File: src/rtl/shift_sched_if.sv
// Request/result bundle for the shared shift-left sequencer.
// master: the client side (drives requests, accepts results); slave: the sequencer.
interface shift_sched_if #(
  parameter int unsigned n     = 8,
  parameter int unsigned amt_n = 3
);
  logic             req0_valid;
  logic             req0_ready;
  logic [n-1:0]     req0_d;
  logic [amt_n-1:0] req0_amt;
  logic             req1_valid;
  logic             req1_ready;
  logic [n-1:0]     req1_d;
  logic [amt_n-1:0] req1_amt;
  logic             res_valid;
  logic             res_ready;
  logic [n-1:0]     res;
  logic             res_id;
  logic             busy;

  modport master (
    output req0_valid, req0_d, req0_amt,
    output req1_valid, req1_d, req1_amt,
    output res_ready,
    input  req0_ready, req1_ready,
    input  res_valid, res, res_id, busy
  );

  modport slave (
    input  req0_valid, req0_d, req0_amt,
    input  req1_valid, req1_d, req1_amt,
    input  res_ready,
    output req0_ready, req1_ready,
    output res_valid, res, res_id, busy
  );
endinterface

File: src/rtl/shift_sched.sv
// shift_sched: round-robin sequencer in front of an iterative shift-left-logical
// accumulator. One job in flight at a time; result returned tagged with the
// requester id.
// Build option: SHIFT_SCHED_MULTIBIT_EN shifts by 2 per cycle while at least two
// positions remain (same results, fewer cycles).
module shift_sched #(
  parameter int unsigned n     = 8,
  parameter int unsigned amt_n = 3
) (
  input  logic         clk,
  input  logic         rst,
  shift_sched_if.slave bus
);

  typedef enum logic [1:0] {
    IDLE  = 2'd0,
    SHIFT = 2'd1,
    DONE  = 2'd2
  } state_t;

  localparam logic [amt_n-1:0] CNT_ZERO = amt_n'(0);
  localparam logic [amt_n-1:0] CNT_ONE  = amt_n'(1);
`ifdef SHIFT_SCHED_MULTIBIT_EN
  localparam logic [amt_n-1:0] CNT_TWO  = amt_n'(2);
`endif

  state_t           state_q, state_d;
  logic [n-1:0]     acc_q, acc_d;
  logic [amt_n-1:0] cnt_q, cnt_d;
  logic             id_q, id_d;
  logic             last_q, last_d;
  logic             grant0_c, grant1_c;

  // Round-robin grant: a lone requester wins, a tie goes to the one not served last.
  always_comb begin
    grant0_c = bus.req0_valid && (!bus.req1_valid || last_q);
    grant1_c = bus.req1_valid && (!bus.req0_valid || !last_q);
  end

  // Ready only in IDLE, and forced low while reset is asserted.
  assign bus.req0_ready = rst && (state_q == IDLE) && grant0_c;
  assign bus.req1_ready = rst && (state_q == IDLE) && grant1_c;

  // Result port is a decode of the registered state; zero when not presenting.
  assign bus.res_valid = (state_q == DONE);
  assign bus.res       = (state_q == DONE) ? acc_q : '0;
  assign bus.res_id    = (state_q == DONE) && id_q;
  assign bus.busy      = (state_q != IDLE);

  // State and datapath registers; reset makes req0 win the first tie.
  always_ff @(posedge clk or negedge rst) begin
    if (!rst) begin
      state_q <= IDLE;
      acc_q   <= '0;
      cnt_q   <= '0;
      id_q    <= 1'b0;
      last_q  <= 1'b1;
    end else begin
      state_q <= state_d;
      acc_q   <= acc_d;
      cnt_q   <= cnt_d;
      id_q    <= id_d;
      last_q  <= last_d;
    end
  end

  // Next-state and datapath update.
  always_comb begin
    state_d = state_q;
    acc_d   = acc_q;
    cnt_d   = cnt_q;
    id_d    = id_q;
    last_d  = last_q;
    unique case (state_q)
      IDLE: begin
        if (grant0_c) begin
          acc_d   = bus.req0_d;
          cnt_d   = bus.req0_amt;
          id_d    = 1'b0;
          last_d  = 1'b0;
          state_d = (bus.req0_amt != CNT_ZERO) ? SHIFT : DONE;
        end else if (grant1_c) begin
          acc_d   = bus.req1_d;
          cnt_d   = bus.req1_amt;
          id_d    = 1'b1;
          last_d  = 1'b1;
          state_d = (bus.req1_amt != CNT_ZERO) ? SHIFT : DONE;
        end
      end
      SHIFT: begin
`ifdef SHIFT_SCHED_MULTIBIT_EN
        if (cnt_q >= CNT_TWO) begin
          acc_d = acc_q << 2;
          cnt_d = cnt_q - CNT_TWO;
          if (cnt_q == CNT_TWO) state_d = DONE;
        end else begin
          acc_d   = acc_q << 1;
          cnt_d   = cnt_q - CNT_ONE;
          state_d = DONE;
        end
`else
        acc_d = acc_q << 1;
        cnt_d = cnt_q - CNT_ONE;
        if (cnt_q == CNT_ONE) state_d = DONE;
`endif
      end
      DONE: begin
        if (bus.res_ready) state_d = IDLE;
      end
      default: state_d = IDLE;
    endcase
  end

endmodule
File: src/flat_wrapper.sv
// flat-port wrapper written by rule: the top's interface ports become plain ports
module shift_sched_flat 
#(
  parameter int unsigned n     = 8,
  parameter int unsigned amt_n = 3
)
  (clk, rst, bus_req0_valid, bus_req0_d, bus_req0_amt, bus_req1_valid, bus_req1_d, bus_req1_amt, bus_res_ready, bus_req0_ready, bus_req1_ready, bus_res_valid, bus_res, bus_res_id, bus_busy);
  shift_sched_if #(.n(n), .amt_n(amt_n)) bus_i ();
  input  logic clk;
  input  logic rst;
  input wire logic [$bits(bus_i.req0_valid)-1:0] bus_req0_valid;
  input wire logic [$bits(bus_i.req0_d)-1:0] bus_req0_d;
  input wire logic [$bits(bus_i.req0_amt)-1:0] bus_req0_amt;
  input wire logic [$bits(bus_i.req1_valid)-1:0] bus_req1_valid;
  input wire logic [$bits(bus_i.req1_d)-1:0] bus_req1_d;
  input wire logic [$bits(bus_i.req1_amt)-1:0] bus_req1_amt;
  input wire logic [$bits(bus_i.res_ready)-1:0] bus_res_ready;
  output wire logic [$bits(bus_i.req0_ready)-1:0] bus_req0_ready;
  output wire logic [$bits(bus_i.req1_ready)-1:0] bus_req1_ready;
  output wire logic [$bits(bus_i.res_valid)-1:0] bus_res_valid;
  output wire logic [$bits(bus_i.res)-1:0] bus_res;
  output wire logic [$bits(bus_i.res_id)-1:0] bus_res_id;
  output wire logic [$bits(bus_i.busy)-1:0] bus_busy;
  assign bus_i.req0_valid = bus_req0_valid;
  assign bus_i.req0_d = bus_req0_d;
  assign bus_i.req0_amt = bus_req0_amt;
  assign bus_i.req1_valid = bus_req1_valid;
  assign bus_i.req1_d = bus_req1_d;
  assign bus_i.req1_amt = bus_req1_amt;
  assign bus_i.res_ready = bus_res_ready;
  assign bus_req0_ready = bus_i.req0_ready;
  assign bus_req1_ready = bus_i.req1_ready;
  assign bus_res_valid = bus_i.res_valid;
  assign bus_res = bus_i.res;
  assign bus_res_id = bus_i.res_id;
  assign bus_busy = bus_i.busy;
  shift_sched #(.n(n), .amt_n(amt_n)) u_core (.clk(clk), .rst(rst), .bus(bus_i));
endmodule
File: config.mk
export PLATFORM = sky130hd
export DESIGN_NAME = shift_sched_flat
export DESIGN_NICKNAME = d
export VERILOG_FILES = /design/src/rtl/shift_sched_if.sv /design/src/rtl/shift_sched.sv /design/src/flat_wrapper.sv
export SDC_FILE = /design/constraint.sdc
export NUM_CORES = 1
export LEC_CHECK = 0
export CAP_MARGIN = 20
export CORE_MARGIN = 10
export CORE_UTILIZATION = 30
export DETAILED_ROUTE_END_ITERATION = 8
export GPL_TIMING_DRIVEN = 1
export PLACE_DENSITY = 0.61
export SKIP_LAST_GASP = 1
export SLEW_MARGIN = 20
export SYNTH_ARGS = -nofsm -noshare
export SYNTH_HDL_FRONTEND = slang
export SYNTH_SLANG_ARGS = --single-unit
File: constraint.sdc
create_clock -name clk -period 1.9 [get_ports clk]
set_input_delay 0.38 -clock clk [delete_from_list [all_inputs] [get_ports clk]]
set_output_delay 0.38 -clock clk [all_outputs]
set_load 0.005 [all_outputs]
Word level (Yosys, flattened, before mapping)
Index checks and enable logic that the tools add are counted.
{"block": "totals", "ff_bits": 15, "input_bits": 27, "output_inout_bits": 13, "wordCells": 48}
{"block": "op_classes", "addsub": 1, "n_eq_ne": 6, "muxes": 16, "n_reduce_logical": 20}
{"operator": "8-bit 2-to-1 mux", "count": 3}
{"operator": "8-bit one-hot mux with 2 select lines", "count": 1}
{"operator": "2-bit 2-to-1 mux", "count": 6}
{"operator": "1-bit logical AND", "count": 6}
{"operator": "3-bit 2-to-1 mux", "count": 2}
{"operator": "2-bit one-hot mux with 3 select lines", "count": 1}
{"operator": "3-bit one-hot mux with 2 select lines", "count": 1}
{"operator": "2-bit nonzero test", "count": 3}
{"operator": "3-bit nonzero test", "count": 2}
{"operator": "2-bit AND reduction", "count": 2}
{"operator": "3-bit by 1-bit == test with 1-bit output (second input constant)", "count": 1}
{"operator": "1-bit zero test", "count": 3}
{"operator": "3-bit by 1-bit inequality test with 1-bit output (second input constant)", "count": 1}
{"operator": "3-bit AND reduction", "count": 1}
{"operator": "3-bit by 1-bit subtractor with 3-bit output (second input constant)", "count": 1}
{"operator": "2-bit by 1-bit == test with 1-bit output (second input constant)", "count": 1}
{"operator": "2-bit == test (second input constant)", "count": 1}
{"operator": "2-bit zero test", "count": 1}
{"operator": "1-bit logical OR", "count": 2}
{"operator": "1-bit 2-to-1 mux", "count": 2}
{"operator": "2-bit by 1-bit inequality test with 1-bit output (second input constant)", "count": 1}
{"operator": "2-bit inequality test (second input constant)", "count": 1}

Depth between registers and ports, before layout
Gate-level depths: netlist (run 1).
{"block": "logic_depth", "word_depth": 6, "ltp_mapped": 6, "mapped_depth_nobuf": 5}

Least setup slack after synthesis (run 1)
No wires, ideal clock.
{"block": "synth_timing", "path_kind": "register to output", "startpoint": "reg u_core.last_q", "endpoint": "out bus_req0_ready", "arrival_ps": 1094, "t_required_ps": 1520, "slack_ps": 426, "stages_incl_launch_ff": 5, "path_buffers": 1, "cell_sequence": "dfstp_2 > nand2b_2 > and2_4 > buf_6 > and3_1"}
{"block": "synth_between", "elab_chain_cells": 3}
{"element": "start: declaration", "line": "shift_sched.sv:31", "text": "logic last_q, last_d;"}
{"element": "start signal: assignment", "line": "shift_sched.sv:63", "text": "last_q <= last_d;"}
{"element": "1-bit logical OR", "line": "shift_sched.sv:36", "text": "grant0_c = bus.req0_valid && (!bus.req1_valid || last_q);"}
{"element": "1-bit logical AND", "line": "shift_sched.sv:36"}
{"element": "1-bit logical AND", "line": "shift_sched.sv:41", "text": "assign bus.req0_ready = rst && (state_q == IDLE) && grant0_c;"}
{"element": "end: declaration", "line": "flat_wrapper.sv:18", "text": "output wire logic [$bits(bus_i.req0_ready)-1:0] bus_req0_ready;"}
No other way between the ends.

Final worst setup path (run 1)
Ends and elaborated chain as after synthesis.

==> results.py, run 1 <==
metrics = {
    "synthesis": {
        "synth_area_um2": 948,
        "synth_top_area_share_pct": 36.9,
        "async_flop_share_pct": 100,
        "synth_seq_cells": 15,
        "yosysWarnings": 0,
        "syn-num-nets": 138,
        "ys_seq_area_share_pct": 39.7,
        "synth.area.top_cells": "dfrtp_1, nand2_1, a31oi_1",
        "netlist_top_cells_count": "nand2_1, dfrtp_1, a31oi_1, and2_1, o22ai_1",
        "synth_edf_count": 0,
        "synth_cell_types": 34,
        "synth_top_area_cell": "dfrtp_1",
        "syn_area_per_cell_um2": 8.70,
        "synthFlopType": "dfrtp_1",
        "synthCells": 109,
        "yosys.cell_count.top_type": "nand2_1",
    },
    "floorplanning": {
        "core_um2": 3030,
        "die_w_um": 76.2,
        "dieArea_um2": 5810,
        "start_util_pct": 31.3,
        "dieHeight_um": 76.2,
        "rows": 20,
        "ios": 40,
    },
    "cts": {
        "cts-hold-fix-buffers": 0,
        "htree_levels": 1,
        "path_clk_slew_ps": 100,
        "cts_root_buf": "clkbuf_4",
        "cts_sinks": 15,
        "clk_latency_ps": 280,
        "cts_buffer_depth": 2,
        "cts_tree": "done",
        "cts_made_buffers": 3,
    },
    "cells_and_area": {
        "nets": 197,
        "synthToLayoutAreaGrowth_pct": 62.4,
        "fin_util_pct": 50.9,
        "layout-drive-gt1-share_pct": 22.2,
        "n_antenna_cell": 0,
    },
    "place": {
        "dp_hpwl_um": 2340,
        "gp_congestion": 0.806,
        "port_buffers": 39,
    },
    "drt": {
        "ant_nets": 0,
        "drtIter0Drc": 35,
        "via_count": 1013,
        "vias_per_cell": 4.80,
        "first_pass_iters": 4,
        "remaining_drc_errors": 0,
        "wirelength_um": 3160,
        "wl_per_cell_um": 15.0,
    },
    "setup_path": {
        "timing_worst_setup_path_type": "reg -> out",
        "crit_fanout": 3,
        "start_kind": "register",
        "crit_required_ps": 1520,
        "worst_setup_path_end_kind": "output pin",
        "arrival_ps": 1460,
    },
    "global_route": {
        "grt_start_max_net_pins": 16,
        "antenna_found_initial": 0,
        "gr-total-overflow": 0,
        "first_global_vias": 1114,
        "grt_pass1_wl_um": 5300,
        "grt_usage_pct": 10.7,
    },
    "timing": {
        "hold_viol_final": 0,
        "fin_crit_ps": 1840,
        "tightest_slew_ps": 537,
        "setup_violations": 0,
        "skew_ps": 8.57,
        "timing.fmax_mhz": 543,
        "drv_slew": 0,
        "fin_crit_sh_pct": 96.9,
        "slew_headroom_pct": 64.0,
    },
    "run": {
        "cap_violations": 0,
    },
    "hold_path": {
        "hold_path.class": "in -> async",
    },
    "power": {
        "finalPower_w": 0.00192,
        "powerDensity_nw_per_um2": 1250,
        "leakage_nw": 0.723,
        "ir_worst_vdd_v": 0.000573,
    },
    "status": {
        "status": "finished, final reports clean",
    },
}
logic make-up after synthesis:
logic type	count (synthesis)	synth area share (%)
AO/OA/AOI/OAI	31	21.6
adder cells (fa/ha/maj)	2	2.64
buffers and inverters	10	5.94
flip-flops	15	39.7
multiplexers	3	3.17
AND/OR/NAND/NOR	48	26.9
metal layers:
layer  track usage (%)  part of all wire (%)  vias up
met1              13.5                    47      477
met5                 0                     0        -
met4              1.12                  0.60        0
met2              18.5                    48       28
li1                  -                     -      506
met3              2.59                   4.2        2
through the flow:
step / setup WS [ps] / TNS, ps / area [um2] / cells / hold slack, ps
finish: 58.7 / 0 / 1540 / 211 / 491
global route: -0.694 / -0.694 / 1540 / 211 / 507
CTS: -40.8 / -71.6 / 1530 / 209 / 508
detailed placement: -224 / -510 / 1460 / 200 / 487
global placement: -188 / -372 / 1460 / 200 / 499
floorplan: 426 / 0 / 948 / 109 / 84.4
final cells by class:
cell class              count  area (um2)
repair buffers             60         536
flip-flops and latches     15         378
well taps                  44        55.1
multi-input cells          84         531
inverters                   4        15.0
fillers                   305        1490
clock buffers               4        26.3
cells in the final DEF (no fill, tap or decap), types with 3 or more instances in the layout:
cell type and count:
a31oi_1 10, and2_1 9, buf_4 20, clkbuf_4 3, clkdlybuf4s50_1 25, dfrtp_1 13, dlygate4sd2_1 9, inv_1 4
mux2i_1 3, nand2_1 21, o21ai_0 5, o22ai_1 7
what timing repair did:
action,in CTS,in global routing
setup endpoints to repair,13,4
cloned,0,0
gates resized for setup,18,7
pin swaps,1,0
setup buffers,5,2
flip-flops by register name, summed over array words and instances (netlist names):
signal,flops
u_core.id_q,1
u_core.state_q,2
u_core.last_q,1
u_core.acc_q,8
u_core.cnt_q,3
critical path, cell delays in order, from the launching register on:
cell	delay, ps
dfstp_2	550
nand2b_2	120
and2_4	140
and3_1	150
clkdlybuf4s15_1	210
worst paths after layout:
kind	to	slack [ps]	from	depth (start not counted)
max reg2reg	u_core.acc_q[6]	270	u_core.state_q[1]	5
max in group asynchronous	u_core.last_q	1160	rst	2
min reg2reg	u_core.id_q	500	u_core.id_q	1
max	bus_req0_ready	60	u_core.last_q	4
min in group clk	u_core.id_q	500	u_core.id_q	1
min	u_core.state_q[1]	490	rst	2
report_power, final:
group	internal [W]	switching (W)	leakage, nW
Clock	0.0000814	0.000106	0.0150
Combinational	0.000593	0.000527	0.536
Sequential	0.000495	0.000121	0.172
Total	0.00117	0.000754	0.723
Power figures use the tool's default switching activity.
==> run 2, diff against run 1 <==
--- a/config.mk
+++ b/config.mk
@@ -12,7 +12,6 @@
 export GPL_TIMING_DRIVEN = 1
 export PLACE_DENSITY = 0.61
 export SKIP_LAST_GASP = 1
-export SLEW_MARGIN = 20
 export SYNTH_ARGS = -nofsm -noshare
 export SYNTH_HDL_FRONTEND = slang
 export SYNTH_SLANG_ARGS = --single-unit
==> results of run 2 <==
Final layout, timing and power as in run 1 (identical DEF).
